## src/rtl/x87_issue_seq.sv

```systemverilog
// Issue sequencer between the integer pipeline and the x87 FPU wrapper.
// Handles one instruction at a time: operand load, FPU start/run, optional store, retire.
module x87_issue_seq #(
    parameter int MAX_STEP = 15,
    parameter int TIMEOUT  = 64
) (
    input  logic        clk,
    input  logic        rst,
    input  logic        issue_valid,
    output logic        issue_ready,
    input  logic [7:0]  issue_op1,
    input  logic [7:0]  issue_op2,
    input  logic        issue_op2_valid,
    input  logic [1:0]  issue_load_size,
    output logic        mem_rd_req,
    output logic [1:0]  mem_rd_size,
    input  logic        mem_rd_ack,
    input  logic [63:0] mem_rd_data,
    output logic        fpu_start,
    output logic [7:0]  fpu_op1,
    output logic [7:0]  fpu_op2,
    output logic        fpu_op2_valid,
    output logic [3:0]  fpu_step,
    output logic [31:0] fpu_mem_rdata32,
    output logic [63:0] fpu_mem_rdata64,
    input  logic        fpu_busy,
    input  logic        fpu_done,
    input  logic        fpu_wb_valid,
    input  logic [2:0]  fpu_wb_kind,
    input  logic [15:0] fpu_wb_value,
    input  logic        fpu_memstore_valid,
    input  logic [1:0]  fpu_memstore_size,
    input  logic [63:0] fpu_memstore_data64,
    output logic        mem_wr_req,
    output logic [1:0]  mem_wr_size,
    output logic [63:0] mem_wr_data,
    input  logic        mem_wr_ack,
    output logic        retire_valid,
    output logic        retire_wb_valid,
    output logic [2:0]  retire_wb_kind,
    output logic [15:0] retire_wb_value,
    output logic        retire_timeout
);

    typedef enum logic [2:0] {IDLE, LOAD, START, RUN, STORE, RETIRE} state_t;

    localparam int              CW       = $clog2(TIMEOUT + 1);
    localparam logic [3:0]      STEP_MAX = 4'(MAX_STEP);
    localparam logic [CW-1:0]   CNT_LAST = CW'(TIMEOUT - 1);

    state_t        state, state_d;
    logic [CW-1:0] tmo_cnt;
    logic          accept, run_tmo, store_seen;
    logic          ready_d, rd_req_d, start_d, wr_req_d, retire_d;
    logic          wb_flag, wb_flag_d, st_flag, st_flag_d;
    logic [2:0]    wb_kind, wb_kind_d;
    logic [15:0]   wb_value, wb_value_d;
    logic [1:0]    st_size_d;
    logic [63:0]   st_data_d;
    logic          unused_busy;

    // fpu_busy is informational only; it never steers the sequencer.
    assign unused_busy = fpu_busy;

    assign accept     = (state == IDLE) && issue_ready && issue_valid;
    assign run_tmo    = (state == RUN) && !fpu_done && (tmo_cnt == CNT_LAST);
    assign store_seen = st_flag || fpu_memstore_valid;
    assign fpu_mem_rdata32 = fpu_mem_rdata64[31:0];

    always_comb begin
        // NOTE: every combinational output gets a default first so no latch is inferred.
        state_d = state;
        case (state)
            IDLE:    if (accept)
                         state_d = (issue_load_size == 2'd1 || issue_load_size == 2'd2) ? LOAD : START;
            LOAD:    if (mem_rd_ack) state_d = START;
            START:   state_d = RUN;
            RUN:     if (fpu_done)     state_d = store_seen ? STORE : RETIRE;
                     else if (run_tmo) state_d = RETIRE;
            STORE:   if (mem_wr_ack) state_d = RETIRE;
            RETIRE:  state_d = IDLE;
            default: state_d = IDLE;
        endcase
    end

    // Output registers are loaded from the next state so they line up with the state register.
    always_comb begin
        ready_d    = (state_d == IDLE);
        rd_req_d   = (state_d == LOAD);
        start_d    = (state_d == START);
        wr_req_d   = (state_d == STORE);
        retire_d   = (state_d == RETIRE);
        wb_flag_d  = wb_flag;
        wb_kind_d  = wb_kind;
        wb_value_d = wb_value;
        st_flag_d  = st_flag;
        st_size_d  = mem_wr_size;
        st_data_d  = mem_wr_data;
        if (accept) begin
            wb_flag_d  = 1'b0;
            wb_kind_d  = '0;
            wb_value_d = '0;
            st_flag_d  = 1'b0;
            st_size_d  = '0;
            st_data_d  = '0;
        end else if (state == RUN) begin
            if (fpu_wb_valid) begin
                wb_flag_d  = 1'b1;
                wb_kind_d  = fpu_wb_kind;
                wb_value_d = fpu_wb_value;
            end
            if (fpu_memstore_valid) begin
                st_flag_d = 1'b1;
                st_size_d = fpu_memstore_size;
                st_data_d = fpu_memstore_data64;
            end
        end
    end

    always_ff @(posedge clk or posedge rst) begin
        if (rst) begin
            state           <= IDLE;
            issue_ready     <= 1'b0;
            mem_rd_req      <= 1'b0;
            fpu_start       <= 1'b0;
            mem_wr_req      <= 1'b0;
            retire_valid    <= 1'b0;
            mem_rd_size     <= '0;
            fpu_op1         <= '0;
            fpu_op2         <= '0;
            fpu_op2_valid   <= 1'b0;
            fpu_step        <= '0;
            fpu_mem_rdata64 <= '0;
            tmo_cnt         <= '0;
            wb_flag         <= 1'b0;
            wb_kind         <= '0;
            wb_value        <= '0;
            st_flag         <= 1'b0;
            mem_wr_size     <= '0;
            mem_wr_data     <= '0;
            retire_wb_valid <= 1'b0;
            retire_wb_kind  <= '0;
            retire_wb_value <= '0;
            retire_timeout  <= 1'b0;
        end else begin
            // NOTE: non-blocking assignments so every register samples pre-edge values.
            state        <= state_d;
            issue_ready  <= ready_d;
            mem_rd_req   <= rd_req_d;
            fpu_start    <= start_d;
            mem_wr_req   <= wr_req_d;
            retire_valid <= retire_d;
            wb_flag      <= wb_flag_d;
            wb_kind      <= wb_kind_d;
            wb_value     <= wb_value_d;
            st_flag      <= st_flag_d;
            mem_wr_size  <= st_size_d;
            mem_wr_data  <= st_data_d;
            if (accept) begin
                fpu_op1       <= issue_op1;
                fpu_op2       <= issue_op2;
                fpu_op2_valid <= issue_op2_valid;
                mem_rd_size   <= issue_load_size;
            end
            if (state == LOAD && mem_rd_ack)
                fpu_mem_rdata64 <= (mem_rd_size == 2'd1) ? {32'h0, mem_rd_data[31:0]} : mem_rd_data;
            if (state_d == START)
                fpu_step <= '0;
            else if (state == RUN && state_d == RUN && fpu_step != STEP_MAX)
                fpu_step <= fpu_step + 4'd1;
            if (state == START)
                tmo_cnt <= '0;
            else if (state == RUN)
                tmo_cnt <= tmo_cnt + CW'(1);
            if (state_d == RETIRE) begin
                retire_wb_valid <= wb_flag_d;
                retire_wb_kind  <= wb_kind_d;
                retire_wb_value <= wb_value_d;
                retire_timeout  <= run_tmo;
            end
        end
    end

endmodule

```

## config.mk

```make
export PLATFORM = sky130hd
export DESIGN_NAME = x87_issue_seq
export DESIGN_NICKNAME = d
export VERILOG_FILES = /design/src/rtl/x87_issue_seq.sv
export SDC_FILE = /design/constraint.sdc
export NUM_CORES = 1
export LEC_CHECK = 0
export BUFFER_PORTS_ARGS = -buffer_cell sky130_fd_sc_hd__buf_2
export CAP_MARGIN = 20
export CORE_MARGIN = 5
export CORE_UTILIZATION = 38
export DETAILED_ROUTE_END_ITERATION = 8
export PLACE_DENSITY = 0.78
export SLEW_MARGIN = 20
export SYNTH_ARGS = -nofsm -noshare
export SYNTH_HDL_FRONTEND = slang
export SYNTH_SLANG_ARGS = --single-unit
```

## constraint.sdc

```tcl
create_clock -name clk -period 13.15 [get_ports clk]
set_input_delay 2.63 -clock clk [delete_from_list [all_inputs] [get_ports clk]]
set_output_delay 2.63 -clock clk [all_outputs]
set_load 0.02 [all_outputs]
```

==> results.md, run 1 <==
- Initial drt markers: 288
- Hold_buf cts: 0
- Worst slew pin tran: 1.00 ns
- Hold Fails Final Rpt: 0
- H-tree depth: 1
- Share of cells above drive strength 1: approximately 44%
- Antenna viol nets, final: 0
- Synth cell types: 41
- Vias: 6622
- Unrepaired setup endpoints after global routing: false
- Mean Syn Cell Area: 11.4 sq um
- Fmax: ~220 MHz
- Max-slew violations: 0
- First-pass GRT wire length: between 30000 and 40000 um
- Inserted Diodes: 0
- Wire per inst: 16.9 um
- Clk pin slew, worst setup/hold paths: 0.06 ns
- Crit start category: input pin
- Worst skew pair latency: 0.52 ns
- Die W: 158 um
- P per Cell Area: 269 nW/um^2
- Clk sinks: 210
- Max Fanout on Critical Path: 22
- CP arrival: 4.99 ns
- Vias per cell: 4.85
- Worst Path Required: 13.55 ns
- Total track usage: 17.3%
- Setup bufs post-CTS: 0
- Sequential share of the synthesized area: 63.1%
- Critical path type: input pin to flop
- Setup Slack @ Placement: around 8 ns
- Synthesized-area fraction occupied by adder cells: less than 1%
- Cell Chain, Critical Path: buf_2, nand3b_1, nor3_4, buf_4, a211o_2, nand2_4, mux2_1
- Initial DRT Pass Iterations: 4
- Crit path capture type: flop
- Clock buffer depth: 3
- Placer Congestion: 0.773
- Top cell family by delay on the critical path: simple AND/OR/NAND/NOR gates
- Commonest non-fill, non-tap cell in the layout: buf_2
- Grt total ovfl: 0
- Yosys warns: 0
- Detailed Route WL: 23000 um
- Hold Crit Class: flop to flop
- Cell Rows: 54
- Root Driver: clkbuf_16
- Headroom to the max-slew limit: between 30% and 40%
- Final period util: 34.9%
- Initial antenna violation count: 1
- I/O Buffers: around 390
- Gates resized, CTS repair: 0
- CORE AREA: between 20000 and 25000 sq um
- Status: finished, final reports clean
- Worst Path Buf+Inv: 2
- Synthesized area: 8320 sq um
- IO Pins: 388
- Die area: 25000 sq um
- Area share of xor/xnor cells in the synthesized design: 0.421%
- Final hold slack: 0.459 ns
- CTS tree: done
- Synth Area in Simple Gates: 14.5%
- Largest net degree at the start of global routing: 139
- Main combinational cell family by area after synthesis: simple AND/OR/NAND/NOR gates
- Post-synthesis mux area share: 6.33%
- Complex-gate fraction of the synthesized area: about a tenth
- Vias in the first global route: 6631
- Final setup viols: 0
- Post-Route Skew: between 0.015 and 0.02 ns
- CP peak stage delay: a little under 0.7 ns
- Die height: 158 um
- #FFs+latches synth: 210
- Syn nets: between 900 and 1000
- Total Negative Setup Slacks: 0 ns
- Maximum vdd drop: about 0.22 mV
- Commonest cells after routing, fill and taps aside: buf_2 (386), dfrtp_1 (210), nand2_1 (209)
- Layout Nets: 1248
- Layout area overhead: 32.3%
- Leakage: 6.19 nW
- Fin worst setup slack: ~8.6 ns
- DRC: 0
- Slowest cell on crit path: nor3_4
- Initial cell density of the core: 38.4%
- Num CTS Buffers: 23
- Max-cap viol count: 0
- HPWL Detailed: 16600 um
- Synthesized instance count: 728
- Final worst path period need: 4.59 ns
## final timing paths
path                       slack (ns)           startpoint  cells after the start                  end
setup / recovery                 8.56          issue_valid                      7    retire_wb_kind[1]
hold / removal                   0.46  fpu_mem_rdata64[49]                      2  fpu_mem_rdata64[49]
setup reg to reg                10.10             state[2]                      6    retire_wb_kind[1]
hold reg to reg                  0.46  fpu_mem_rdata64[49]                      2  fpu_mem_rdata64[49]
max in group asynchronous        9.26                  rst                      3  fpu_mem_rdata64[10]
min in group asynchronous        2.25                  rst                      2    retire_wb_kind[2]
## registers in the layout, indices dropped and copies added (netlist names), 4 cells and up
register	count
mem_wr_data	64
tmo_cnt	7
fpu_op1	8
fpu_op2	8
wb_value	16
retire_wb_value	16
fpu_step	4
fpu_mem_rdata64	64
## cell type report
cell class	instances	area, sq um
Timing Repair Buffer	393	1980
Tap cell	280	350
Fill cell	1936	10700
Sequential cell	210	5260
Inverter	4	23.8
Clock buffer	34	667
Clock inverter	7	103
Multi-Input combinational cell	437	2630
## routing by layer
| layer | track usage (%) | share of wire (%) | routed length (um) | up-vias |
|---|---|---|---|---|
| met5 | 0 | 0.056 | 13 | - |
| met4 | 4.18 | 1.8 | 419 | 2 |
| met3 | 5.28 | 11 | 2470 | 37 |
| met2 | 30.0 | 49 | 11200 | 302 |
| met1 | 21.4 | 39 | 8950 | 3156 |
| li1 | - | - | - | 3125 |
## logic make-up after synthesis
| family | Yosys count |
|---|---|
| XOR/XNOR | 4 |
| adder cells (fa/ha/maj) | 2 |
| buffers and inverters | 81 |
| AND/OR/NAND/NOR | 286 |
| flip-flops | 210 |
| multiplexers | 41 |
| AO/OA/AOI/OAI | 104 |
## worst reg2reg max path: stages, from the launching register on
cell and delay (ns):
dfrtp_1 0.50, nand3b_1 0.30, nor3_4 0.69, buf_4 0.47, a211o_2 0.28, nand2_4 0.26
mux2_1 0.43
## cell usage after synthesis (all sizes together)
master	n	area [sq um]
a211o	1	10.0
a21o	2	15.0
a21oi	22	110
a22o	72	631
a32o	1	10.0
and2	1	6.26
and3	4	25.0
buf	52	352
clkbuf	25	93.8
clkinv	1	5.00
dfrtp	210	5260
ha	2	25.0
inv	3	11.3
mux2	39	507
mux2i	2	20.0
nand2	210	796
nand2b	3	18.8
nand3	39	205
nand3b	2	15.0
nor2	13	48.8
nor2b	1	6.26
nor3	7	40.0
nor4	1	6.26
nor4bb	1	10.0
o21a	1	7.51
o21ai	4	20.0
o31a	1	8.76
or2	1	6.26
or3	1	6.26
or3b	1	8.76
or4	1	7.51
xnor2	1	8.76
xor2	3	26.3
## stage by stage
step | power, mW | utilization [%] | cells | area (sq um)
2_1_floorplan | 1.94 | - | 728 | 8320
3_3_place_gp | 2.29 | 47.2 | 1324 | 10200
3_5_place_dp | 2.33 | 47.2 | 1324 | 10200
4_1_cts | 3.00 | 50.8 | 1365 | 11000
5_1_grt | 3.14 | 50.8 | 1365 | 11000
6_report | 2.96 | 50.8 | 1365 | 11000
## report_power, final
group	internal (mW)	switching (mW)
Combinational	0.446	0.781
Sequential	0.919	0.163
Clock	0.392	0.257
Total	1.76	1.20
Note: power is estimated with default switching activity, not from simulation.
==> run 2, diff against run 1 <==
==> constraint.sdc (replaced) <==
create_clock -name clk -period 4.3 [get_ports clk]
set_input_delay 0.86 -clock clk [delete_from_list [all_inputs] [get_ports clk]]
set_output_delay 0.86 -clock clk [all_outputs]
set_load 0.02 [all_outputs]
==> results.md, run 2 (synthesis results as in run 1) <==
- Status: finished, final reports clean
- Final Core Density: 50.9% (+0.12 points)
- Worst slew pin tran: 1.00 ns (+0.00111 ns)
- Non-Filler Instances: 1363 (-0.15%)
- Total Negative Setup Slacks: 0 ns (unchanged)
- Leakage: 6.21 nW (+0.22%)
- Switching Share: 40.8% (+0.18 points)
- Hold Crit Class: flop to flop
- Final hold slack: 0.460 ns (+0.000786 ns)
- Vias: 6578 (-0.66%)
- Clk sinks: 210 (unchanged)
- Share of cells above drive strength 1: 44.3% (+0.45 points)
- Headroom to the max-slew limit: 32.9% (-0.23 points)
- Crit path capture type: flop
- Commonest non-fill, non-tap cell in the layout: buf_2
- Setup Slack @ Placement: 1.63 ns (-6.37 ns)
- Total track usage: 17.3% (-0.021 points)
- Register Area: 5260 sq um (unchanged)
- Initial DRT Pass Iterations: 4 (unchanged)
- WHS Endpoint: fpu_mem_rdata64[36]
- Hold Fails Final Rpt: 0 (unchanged)
- Clock share of power: 21.6% (-0.3 points)
- Layout area overhead: 32.6%
- Internal reg-to-reg setup slack: 1.93 ns (-8.17 ns)
- Critical path type: flop to flop
- Crit start category: flop
- Setup bufs post-CTS: 0 (unchanged)
- Final setup viols: 0 (unchanged)
- Wire per inst: 16.9 um (-0.15%)
- Clk pin slew, worst setup/hold paths: 0.06 ns (about the same)
- Detailed Route WL: 23000 um (-0.30%)
- Commonest cells after routing, fill and taps aside: buf_2 (386), dfrtp_1 (210), nand2_1 (209)
- Antenna viol nets, final: 0 (unchanged)
- CP arrival: 2.81 ns (-2.18 ns)
- DP Cell Count: 1327 (+0.23%)
- Initial antenna violation count: 1 (unchanged)
- Switching power: 3.68 mW (+210%)
- Inserted Diodes: 0 (unchanged)
- CP startpoint: state[0]
- Unrepaired setup endpoints after global routing: false
- P per Cell Area: 819 nW/um^2 (+200%)
- Final period util: 55.1%
- Worst r2r src: state[0]
- H-tree depth: 1 (unchanged)
- Finished Cell Area: 11000 sq um (+0.23%)
- CORE AREA: 21700 sq um (unchanged)
- Max-slew violations: 0 (unchanged)
- Reg2reg path depth: 5 (-1)
- Hold_buf cts: 0 (unchanged)
- Initial cell density of the core: 38.4% (unchanged)
- Max Fanout on Critical Path: 42 (+91%)
- Clock buffer depth: 3 (unchanged)
- Placer Congestion: 0.775 (+0.28%)
- Layout Nets: 1251 (+0.24%)
- Placed cell areas: 10300 sq um (+0.43%)
- Max-cap viol count: 0 (unchanged)
- HPWL Detailed: 16600 um (about the same)
- Num CTS Buffers: 23 (unchanged)
- Die area: 25000 sq um (unchanged)
- First-pass GRT wire length: 34700 um (-0.63%)
- Cell Rows: 54 (unchanged)
- Die height: 158 um (unchanged)
- Post-Route Skew: 0.0233 ns (+0.00696 ns)
- Total chip power: 9.04 mW (+210%)
- Fmax: 422 MHz
- Top Registers: fpu_mem_rdata64 x64, mem_wr_data x64
- IO Pins: 388 (unchanged)
- Gates resized, CTS repair: 0 (unchanged)
- Root Driver: clkbuf_16
- Maximum vdd drop: 0.453 mV (+110%)
- Fillers: 1920 (-0.83%)
- Fin worst setup slack: 1.93 ns (-6.62 ns)
- Final worst path period need: 2.37 ns
- DRC: 0 (unchanged)
- Cell-internal power: 5.35 mW (+200%)
- Hold Startpoint: fpu_mem_rdata64[36]
- Largest net degree at the start of global routing: 117 (-16%)
- CTS tree: done
- I/O Buffers: 386 (unchanged)
- FF-to-FF End: fpu_mem_rdata64[50]
- Worst Path Required: 4.74 ns (-8.81 ns)
- Initial drt markers: 324 (+13%)
- Reg power frac: 36.7% (about the same)
- Area of the multi-input gates: 2630 sq um (unchanged)
- Vias in the first global route: 6578 (-0.80%)
- Grt total ovfl: 0 (unchanged)
- Worst skew pair latency: 0.51 ns (about the same)
- Cells on Worst Hold Path: 2 (unchanged)
- Vias per cell: 4.83 (-0.52%)
- Share of power burned in combinational logic: 41.6% (about the same)
- Die W: 158 um (unchanged)
## run 2: cell types whose count changed in the layout (fill, tap and decap cells not counted)
cell        delta
clkbuf_8       -1
buf_4          +1
clkinvlp_4     +1
clkbuf_1       -6
inv_8          -1
buf_12         +2
inv_6          +2
## run 2: power groups by stage
stage          Sequential (mW)  Clock [mW]  Combinational, mW
6_report                  3.32        1.95               3.76
3_3_place_gp              3.31           0               3.75
5_1_grt                   3.43        2.10               4.09
4_1_cts                   3.32        2.02               3.83
2_1_floorplan             4.14           0               1.79
3_5_place_dp              3.33           0               3.83
## run 2: how the worst max path moves through the flow
stage,endpoint
4_1_cts,fpu_mem_rdata64[50]
2_1_floorplan,fpu_mem_rdata64[0]
6_report,fpu_mem_rdata64[50]
3_5_place_dp,retire_wb_kind[0]
5_1_grt,fpu_mem_rdata64[43]
3_3_place_gp,retire_wb_kind[0]
## run 2: routing by layer
metal | global-route usage [%] | part of all wire, % | vias to the layer above
li1 | - | - | 3119
met1 | 21.5 | 38 | 3103
met2 | 29.0 | 48 | 311
met3 | 5.69 | 11 | 43
met4 | 5.20 | 2.7 | 2
met5 | 0 | 0.048 | -
## run 2: critical path, stage by stage, from the launching register on
cell	delay, ns
dfrtp_1	0.68
nand3b_1	0.25
nor2_4	0.81
buf_4	0.34
nand3_1	0.10
nand2_1	0.09
## run 2: area by class of cell
type,count,share of cell area (%)
Timing Repair Buffer,396,18.4
Multi-Input combinational cell,437,23.8
Clock buffer,27,5.71
Clock inverter,9,1.09
Inverter,4,0.181
Tap cell,280,3.17
Sequential cell,210,47.6
==> run 3, diff against run 2 <==
--- a/config.mk
+++ b/config.mk
@@ -10,7 +10,7 @@
 export CORE_MARGIN = 5
 export CORE_UTILIZATION = 38
 export DETAILED_ROUTE_END_ITERATION = 8
-export PLACE_DENSITY = 0.78
+export PLACE_DENSITY = 0.81
 export SLEW_MARGIN = 20
 export SYNTH_ARGS = -nofsm -noshare
 export SYNTH_HDL_FRONTEND = slang
==> constraint.sdc (replaced) <==
create_clock -name clk -period 2.1 [get_ports clk]
set_input_delay 0.42 -clock clk [delete_from_list [all_inputs] [get_ports clk]]
set_output_delay 0.42 -clock clk [all_outputs]
set_load 0.02 [all_outputs]
==> results.md, run 3 (synthesis results as in run 1) <==
- Status: finished, final reports clean
- Reg2reg path depth: 7 (+2)
- CORE AREA: 21700 sq um (unchanged)
- Share of power burned in combinational logic: 42.6% (+1.0 points)
- Area of the multi-input gates: 2650 sq um (+0.76%)
- Placer Congestion: 0.836 (+7.8%)
- Layout Nets: 1276 (+2.0%)
- Grt total ovfl: 0 (unchanged)
- Initial DRT Pass Iterations: 4 (unchanged)
- Root Driver: clkbuf_16
- Placed cell areas: 10600 sq um (+2.7%)
- Cell-internal power: 11.4 mW (+110%)
- Total track usage: 17.8% (+0.46 points)
- Cell Chain, Critical Path: ha_1, nand3_2, or3_1, a22o_1, clkinv_2, nand2_4, mux2_4
- Internal reg-to-reg setup slack: 0.1 ns (-1.84 ns)
- Critical path type: flop to flop
- Switching power: 7.64 mW (+110%)
- Register Area: 5260 sq um (unchanged)
- Initial drt markers: 340 (+4.9%)
- Commonest non-fill, non-tap cell in the layout: buf_2
- P per Cell Area: 1670 nW/um^2 (+100%)
- Reg power frac: 35.4% (-1.3 points)
- Hold Startpoint: mem_rd_data[7]
- Final worst path period need: 2.00 ns (-0.363 ns)
- Crit start category: flop
- Final setup viols: 0 (unchanged)
- Finished Cell Area: 11400 sq um (+3.4%)
- Fillers: 1859 (-3.2%)
- H-tree depth: 1 (unchanged)
- Layout area overhead: 37.1%
- HPWL Detailed: 17500 um (+5.4%)
- Headroom to the max-slew limit: 54.4% (+21 points)
- Leakage: 6.38 nW (+2.7%)
- Cell Rows: 54 (unchanged)
- Hold Fails Final Rpt: 0 (unchanged)
- Worst Path Required: 2.50 ns (-2.24 ns)
- Slowest cell on crit path: dfrtp_1
- Setup Slack @ Placement: 0.0316 ns (-1.59 ns)
- Maximum vdd drop: 0.928 mV (+100%)
- Worst skew pair latency: 0.52 ns (about the same)
- Clock buffer depth: 3 (unchanged)
- Antenna viol nets, final: 0 (unchanged)
- Vias in the first global route: 6804 (+3.4%)
- Die area: 25000 sq um (unchanged)
- WHS Endpoint: fpu_mem_rdata64[7]
- Clk pin slew, worst setup/hold paths: 0.06 ns (about the same)
- Largest net degree at the start of global routing: 65 (-44%)
- IO Pins: 388 (unchanged)
- Die W: 158 um (unchanged)
- Clock share of power: 22.0% (+0.4 points)
- CP peak stage delay: 0.36 ns (-0.45 ns)
- Clk sinks: 210 (unchanged)
- Commonest cells after routing, fill and taps aside: buf_2 (386), dfrtp_1 (210), nand2_1 (209)
- Max Fanout on Critical Path: 11 (-74%)
- Final Core Density: 52.6% (+1.7 points)
- Fmax: 499 MHz (+18%)
- Fin worst setup slack: 0.0952 ns (-1.84 ns)
- Initial antenna violation count: 1 (unchanged)
- Post-Route Skew: 0.0356 ns (+0.0123 ns)
- FF-to-FF End: retire_wb_value[4]
- CP arrival: 2.40 ns (-0.41 ns)
- Wire per inst: 16.9 um (+0.35%)
- CTS tree: done
- I/O Buffers: 386 (unchanged)
- Cells on Worst Hold Path: 3 (+1)
- Worst slew pin tran: 0.684 ns (-0.319 ns)
- Die height: 158 um (unchanged)
- Max-slew violations: 0 (unchanged)
- Vias per cell: 4.87 (+0.90%)
- Detailed Route WL: 23600 um (+2.7%)
- DRC: 0 (unchanged)
- Final period util: 95.5% (+40 points)
- Crit path capture type: flop
- Total Negative Setup Slacks: 0 ns (unchanged)
- Unrepaired setup endpoints after global routing: true
- Num CTS Buffers: 22 (-4.3%)
- First-pass GRT wire length: 35600 um (+2.5%)
- Worst r2r src: tmo_cnt[1]
- Switching Share: 40.1% (-0.69 points)
- Initial cell density of the core: 38.4% (unchanged)
- Max-cap viol count: 0 (unchanged)
- Hold Crit Class: input pin to flop
- Vias: 6793 (+3.3%)
- Total chip power: 19.1 mW (+110%)
- Top Registers: fpu_mem_rdata64 x64, mem_wr_data x64
- Share of cells above drive strength 1: 45.3% (+0.96 points)
run 3: final cells by class:
cell class / count / share of cell area (%)
Clock inverter: 8 / 1.49
Clock buffer: 32 / 5.59
Tap cell: 280 / 3.07
Multi-Input combinational cell: 438 / 23.2
Sequential cell: 210 / 46.1
Antenna cell: 2 / 0.0439
Timing Repair Buffer: 421 / 20.4
Inverter: 4 / 0.175
run 3: worst max path at each step:
stage / from / endpoint / slack [ns] / depth (start not counted)
2_1_floorplan: rst / fpu_mem_rdata64[0] / -1.05 / 1
5_1_grt: tmo_cnt[1] / retire_wb_value[3] / -0.01 / 7
3_3_place_gp: tmo_cnt[1] / retire_wb_kind[1] / 0.08 / 7
4_1_cts: tmo_cnt[1] / retire_wb_value[12] / 0.08 / 7
6_report: tmo_cnt[1] / retire_wb_value[4] / 0.1 / 7
3_5_place_dp: tmo_cnt[1] / retire_wb_kind[0] / 0.03 / 7
run 3: critical path, delay by kind of cell (launching register included):
| kind | cells | cell delay (ns) |
|---|---|---|
| AND/OR/NAND/NOR | 3 | 0.62 |
| flip-flops | 1 | 0.36 |
| multiplexers | 1 | 0.33 |
| AO/OA/AOI/OAI | 1 | 0.22 |
| adder cells (fa/ha/maj) | 1 | 0.21 |
| buffers and inverters | 1 | 0.14 |
run 3: timing repair:
action | in CTS | in global routing
hold endpoints to repair | 14 | 0
buffers inserted | 0 | 0
gates cloned | 0 | 1
resized for setup | 1 | 0
pin swaps | 0 | 1
endpoints found under the setup margin | 1 | 6
hold buffers | 1 | 0
run 3: layer usage:
metal  vias to the layer above  wire length [um]  GRT usage, %
met5                         -                 0             0
met4                         0               530          5.97
met3                        37              2560          5.52
met2                       321             11700          30.4
met1                      3264              8820          21.4
li1                       3171                 -             -
run 3: power by group through the flow:
stage	Clock, mW	Combinational, mW	Sequential (mW)
floorplan	0	3.66	8.48
global placement	0	7.96	6.72
detailed placement	0	8.16	6.77
CTS	4.29	8.19	6.76
global route	4.46	8.78	6.97
finish	4.20	8.12	6.76
run 3: per-stage QoR:
| step | hold WS [ns] | cells |
|---|---|---|
| floorplan | 0.461 | 728 |
| global placement | 0.445 | 1351 |
| detailed placement | 0.451 | 1351 |
| CTS | 0.0743 | 1392 |
| global route | 0.0835 | 1394 |
| finish | 0.0983 | 1395 |
